## config.mk

```make
export PLATFORM = sky130hd
export DESIGN_NAME = sq_carry_pipe
export DESIGN_NICKNAME = d
export VERILOG_FILES = /design/src/rtl/sq_carry_pipe.sv
export SDC_FILE = /design/constraint.sdc
export NUM_CORES = 2
export LEC_CHECK = 0
export ABC_AREA = 1
export BUFFER_PORTS_ARGS = -buffer_cell sky130_fd_sc_hd__clkbuf_2
export CORE_MARGIN = 3
export CORE_UTILIZATION = 30
export CTS_CLUSTER_DIAMETER = 150
export DETAILED_ROUTE_END_ITERATION = 7
export SYNTH_ARGS = -nofsm -noshare
export SYNTH_HDL_FRONTEND = slang
export SYNTH_SLANG_ARGS = --single-unit
```

## constraint.sdc

```tcl
create_clock -name clk -period 41.7 [get_ports clk]
set_input_delay 8.34 -clock clk [delete_from_list [all_inputs] [get_ports clk]]
set_output_delay 8.34 -clock clk [all_outputs]
set_load 0.02 [all_outputs]
```

## src/rtl/sq_carry_pipe.sv

```systemverilog
// sq_carry_pipe: digit-serial carry-ripple adder pipeline for the squarer's final sum.
// Adds two W-bit operands (W = DIGIT_W*NUM_DIGITS), one digit per register stage, so the
// longest carry chain in any stage is DIGIT_W+1 bits. Output is the full W+1 bit sum.
// Optional feature: define SQ_CARRY_PIPE_TAG_EN to carry a TAG_W-bit tag alongside each sum.
// Handshake: one global advance signal; only the final stage can stall the pipe.

module sq_carry_pipe #(
   parameter int unsigned DIGIT_W    = 17,
   parameter int unsigned NUM_DIGITS = 6
`ifdef SQ_CARRY_PIPE_TAG_EN
   ,
   parameter int unsigned TAG_W      = 8
`endif
) (
   input  logic                             clk,
   input  logic                             reset,
   input  logic                             in_valid,
   output logic                             in_ready,
   input  logic [DIGIT_W*NUM_DIGITS-1:0]    in_a,
   input  logic [DIGIT_W*NUM_DIGITS-1:0]    in_b,
`ifdef SQ_CARRY_PIPE_TAG_EN
   input  logic [TAG_W-1:0]                 in_tag,
   output logic [TAG_W-1:0]                 out_tag,
`endif
   output logic                             out_valid,
   input  logic                             out_ready,
   output logic [DIGIT_W*NUM_DIGITS:0]      out_sum
);

   // Global advance: the whole pipe moves together, bubbles included.
   logic adv;

   for (genvar k = 0; k < NUM_DIGITS; k++) begin : g_stage
      // Operand digits k..N-1 are presented to this stage; digits 0..k of the result leave it.
      localparam int unsigned OpW  = (NUM_DIGITS - k) * DIGIT_W;
      localparam int unsigned ResW = (k + 1) * DIGIT_W;

      logic [OpW-1:0]     op_a;
      logic [OpW-1:0]     op_b;
      logic               c_in;
      logic               v_in;
      logic [DIGIT_W:0]   dsum;
      logic [ResW-1:0]    res_d;
      logic [ResW-1:0]    res_q;
      logic               cy_q;
      logic               vld_q;
`ifdef SQ_CARRY_PIPE_TAG_EN
      logic [TAG_W-1:0]   t_in;
      logic [TAG_W-1:0]   tag_q;
`endif

      if (k == 0) begin : g_head
         // First digit takes its operands straight from the input port, carry-in is zero.
         assign op_a  = in_a;
         assign op_b  = in_b;
         assign c_in  = 1'b0;
         assign v_in  = in_valid;
         assign res_d = dsum[DIGIT_W-1:0];
`ifdef SQ_CARRY_PIPE_TAG_EN
         assign t_in  = in_tag;
`endif
      end else begin : g_body
         // Later digits consume the remaining operands and carry from the previous stage.
         assign op_a  = g_stage[k-1].g_rem.rem_a_q;
         assign op_b  = g_stage[k-1].g_rem.rem_b_q;
         assign c_in  = g_stage[k-1].cy_q;
         assign v_in  = g_stage[k-1].vld_q;
         assign res_d = {dsum[DIGIT_W-1:0], g_stage[k-1].res_q};
`ifdef SQ_CARRY_PIPE_TAG_EN
         assign t_in  = g_stage[k-1].tag_q;
`endif
      end

      // Single-digit add; the only carry chain in this stage is DIGIT_W+1 bits long.
      assign dsum = {1'b0, op_a[DIGIT_W-1:0]} + {1'b0, op_b[DIGIT_W-1:0]}
                  + {{DIGIT_W{1'b0}}, c_in};

      // Stage state: valid bit, accumulated result digits and the outgoing carry.
      always_ff @(posedge clk or posedge reset) begin
         if (reset) begin
            vld_q <= 1'b0;
            res_q <= '0;
            cy_q  <= 1'b0;
         end else if (adv) begin
            vld_q <= v_in;
            res_q <= res_d;
            cy_q  <= dsum[DIGIT_W];
         end
      end

      if (k < NUM_DIGITS - 1) begin : g_rem
         // Operand digits not yet consumed; this register narrows by one digit per stage.
         logic [OpW-DIGIT_W-1:0] rem_a_q;
         logic [OpW-DIGIT_W-1:0] rem_b_q;

         // Forward the unconsumed operand digits to the next stage.
         always_ff @(posedge clk or posedge reset) begin
            if (reset) begin
               rem_a_q <= '0;
               rem_b_q <= '0;
            end else if (adv) begin
               rem_a_q <= op_a[OpW-1:DIGIT_W];
               rem_b_q <= op_b[OpW-1:DIGIT_W];
            end
         end
      end

`ifdef SQ_CARRY_PIPE_TAG_EN
      // Tag travels in lockstep with the digit data of this stage.
      always_ff @(posedge clk or posedge reset) begin
         if (reset) begin
            tag_q <= '0;
         end else if (adv) begin
            tag_q <= t_in;
         end
      end
`endif
   end

   // Only the last stage gates the pipe; bubbles are shifted, never squeezed out.
   assign out_valid = g_stage[NUM_DIGITS-1].vld_q;
   assign out_sum   = {g_stage[NUM_DIGITS-1].cy_q, g_stage[NUM_DIGITS-1].res_q};
   assign adv       = !out_valid || out_ready;
   assign in_ready  = adv;
`ifdef SQ_CARRY_PIPE_TAG_EN
   assign out_tag   = g_stage[NUM_DIGITS-1].tag_q;
`endif

endmodule

```

---- Word level (Yosys, flattened, before mapping) ----
Index checks and enable logic that the tools add are counted.
operators by class
  $add $sub $neg .......................... 11
  multipliers ............................. 0
  div/mod/pow operators ................... 0
  order comparisons ....................... 0
  equality and inequality tests ........... 0
  shift-type cells ........................ 0
  mux-type cells .......................... 0
  bitwise gates (word level) .............. 0
  reductions and logical operators ........ 2
operators by type and width
  cell                count
  $add A17 B17 Y18    6
  $add A18 B1 Y18     5
  $logic_not A1 Y1    1
  $logic_or A1 B1 Y1  1
word-level totals
  register bits ........................... 879
  latch bits .............................. 0
  memory bits (writable) .................. 0
  memory bits (read-only) ................. 0
  input bits .............................. 208
  output and inout bits ................... 105
  logic and storage cells ................. 41
  memories ................................ 0

---- Depth between registers and ports, before layout ----
  depth in word-level cells ............... 2
  gate-level depth with buffers ........... 13
  gate-level depth less buffers ........... 13

---- Worst setup path before layout ----
No wires, ideal clock.
  path type ............................... input port to output port
  start ................................... input out_ready
  end ..................................... output in_ready
  arrival ................................. 9.025 ns
  setup slack ............................. 24.335 ns
  stages on the path ...................... 4
  cell sequence ........................... or2_4 buf_6 buf_6 buf_2
on the way
  cells in the longest elaborated chain, start to end .. 1
RTL lines
  item                RTL line  text
  from (decl)         26        input logic out_ready,
  $logic_or A1 B1 Y1  123       assign adv = !out_valid || out_ready;
  to (decl)           18        output logic in_ready,
No other way between the ends.

---- Final worst setup path ----
Ends and elaborated chain as after synthesis.

==> impl_metrics.env <==
export IMPL_status="finished clean"
export IMPL_hold_path_class="flop to flop"
export IMPL_ant_nets=0
export IMPL_clkSinkCount=879
export IMPL_wl_per_cell_um=13.9
export IMPL_end_kind="output port"
export IMPL_place_congestion=0.862
export IMPL_period_share_pct=42.2
export IMPL_start_util_pct=30.3
export IMPL_cts_tree="done"
export IMPL_gr_total_overflow=0
export IMPL_drt_initial_drc_count=2161
export IMPL_cap_viol_max_count=0
export IMPL_grt_max_degree=224
export IMPL_num_io_pins=313
export IMPL_syn_nets=5024
export IMPL_clk_latency_ns=0.73
export IMPL_worst_setup_path_type="input port to output port"
export IMPL_viasPerCell=4.30
export IMPL_clock_path_buffers=3
export IMPL_final_common_cell="nand2_1"
export IMPL_tns_ns=0
export IMPL_grt_pass1_vias=28302
export IMPL_synthDistinctLibCells=26
export IMPL_slew_viol_final=0
export IMPL_synth_area_sq_um=39200
export IMPL_syn_area_per_cell_sq_um=8.33
export IMPL_nFillCells=13548
export IMPL_fin_cells=6775
export IMPL_cp_start_kind="input port"
export IMPL_place_hpwl_um=64600
export IMPL_vdd_drop_max_v=0.0000377
export IMPL_post_cts_buffers=0
export IMPL_vias=29154
export IMPL_reg2reg_slack_ns=37.45
export IMPL_grt_pass1_wl_um=153000
export IMPL_fin_worst_skew_ns=0.0583
export IMPL_die_x_um=368
export IMPL_ys_seq_elements=879
export IMPL_worstPathArrival_ns=9.27
export IMPL_wl_um=93900
export IMPL_grt_usage_pct=13.9
export IMPL_rows=132
export IMPL_area_growth_pct=15.6
export IMPL_drc_errors=0
export IMPL_coreArea_sq_um=130000
export IMPL_fin_nets=5269
export IMPL_clk_pin_slew_ns=0.06
export IMPL_pwr_density_cell_nw_per_um2=80.9
export IMPL_grt_setup_unrepaired="no"
export IMPL_h_tree_depth=3
export IMPL_period_needed_ns=17.61
export IMPL_cts_resized=0
export IMPL_fin_util_pct=35.0
export IMPL_power_mw=3.67
export IMPL_dr_pass1_iters=5
export IMPL_cp_cell_sequence="clkbuf_2 > or2_4 > clkbuf_2"
export IMPL_critPathMaxStageDelay_ns=0.48
export IMPL_p_leak_nw=24.1
export IMPL_crit_slowest_cell="or2_4"
export IMPL_dpl_cell_count=6593
export IMPL_io_buffers=312
export IMPL_synth_warnings=0
export IMPL_crit_top_cell="clkbuf_2"
export IMPL_hold_buffers=0
export IMPL_max_slew_margin_rel_pct=23.2
export IMPL_drive_above_1_share_pct=10.1
export IMPL_cp_top_family="simple AND/OR/NAND/NOR gates"
export IMPL_crit_buf_inv=2
export IMPL_cts_root_buf="clkbuf_16"
export IMPL_tightest_slew_ns=1.15
export IMPL_synth_cells=4708
export IMPL_numCtsBuffers=100
export IMPL_ys_seq_area_share_pct=56.1
export IMPL_antenna_found_initial=3
export IMPL_final_cell_mix="nand2_1, dfrtp_1, inv_1"
export IMPL_setup_viol=0
export IMPL_fmax_mhz=56.8
export IMPL_worstPathMaxFanout=46
export IMPL_die_h_um=368
export IMPL_required_ns=33.36
export IMPL_hold_viol=0
export IMPL_die_area_sq_um=135000
==> power by group <==
group          switching (mW)  internal (mW)
Combinational           0.883          0.432
Clock                   0.371          0.562
Sequential              0.189           1.23
Total                    1.44           2.23
==> per-stage QoR <==
| step | hold slack [ns] | area (sq um) | worst slack, ns |
|---|---|---|---|
| after floorplan | 0.423 | 39200 | 8.65 |
| after global placement | 0.454 | 41800 | 24.05 |
| after detailed placement | 0.458 | 41800 | 24.06 |
| after CTS | 0.425 | 45400 | 24.06 |
| after global routing | 0.454 | 45400 | 24.02 |
| final | 0.429 | 45400 | 24.09 |
==> worst reg2reg max path, delay by kind of cell, from the launching register on <==
family	cells	cell delay, ns
buf+inv	5	3.06
simple gates	1	0.42
flops	1	0.34
compound gates	1	0.26
==> sequential cells by signal (all words and copies together), names as in the netlist <==
signal                 count
g_stage.cy_q               6
g_stage.g_rem.rem_a_q    255
g_stage.vld_q              5
g_stage.res_q            357
out_valid                  1
g_stage.g_rem.rem_b_q    255
==> final timing paths <==
check                                  endpoint  cells after the start            startpoint
max in group asynchronous  g_stage[5].res_q[24]                      6                 reset
hold reg to reg            g_stage[2].res_q[26]                      2  g_stage[1].res_q[26]
hold / removal             g_stage[2].res_q[26]                      2  g_stage[1].res_q[26]
min in group asynchronous  g_stage[5].res_q[98]                      2                 reset
setup / recovery                       in_ready                      3             out_ready
setup reg to reg           g_stage[5].res_q[90]                      7             out_valid
==> Yosys cell counts, drive strengths merged <==
cell type / instances / share of area, %
nand2: 1975 / 19
dfrtp: 879 / 56
inv: 605 / 5.8
o21ai: 552 / 7.0
buf: 176 / 3.3
nand3: 129 / 1.6
nor2: 100 / 0.96
ha: 97 / 3.1
a21oi: 70 / 0.89
nor3: 29 / 0.37
clkbuf: 20 / 0.19
a31oi: 19 / 0.30
nand3b: 17 / 0.33
nand4: 12 / 0.19
fa: 11 / 0.56
or2: 6 / 0.10
xor2: 6 / 0.13
o22ai: 2 / 0.032
xnor2: 2 / 0.045
nor4: 1 / 0.016
==> layer usage <==
layer  vias up  global-route usage (%)  routed length (um)
met5         -                       0                   0
met4         0                    4.30                2200
met3       122                    2.42                3700
met2       443                    20.5               40000
met1     13556                    20.8               48000
li1      15033                       -                   -
==> final cells by class <==
class                   instances  area (sq um)  share of cell area [%]
repair buffers                339          1790                    3.94
inverters                     605          2290                    5.04
diodes                          1          2.50                 0.00552
multi-input cells            3028         13600                    29.9
clock inverters                39           644                    1.42
well taps                    1742          2180                    4.80
flip-flops and latches        879         22000                    48.5
clock buffers                 142          2890                    6.37
==> kinds of logic after synthesis <==
logic type,synth area share [%]
XOR/XNOR,0.179
buffers and inverters,9.32
AO/OA/AOI/OAI,8.27
adder cells (fa/ha/maj),3.66
AND/OR/NAND/NOR,22.5
flip-flops,56.1
Note: power is estimated with default switching activity, not from simulation.
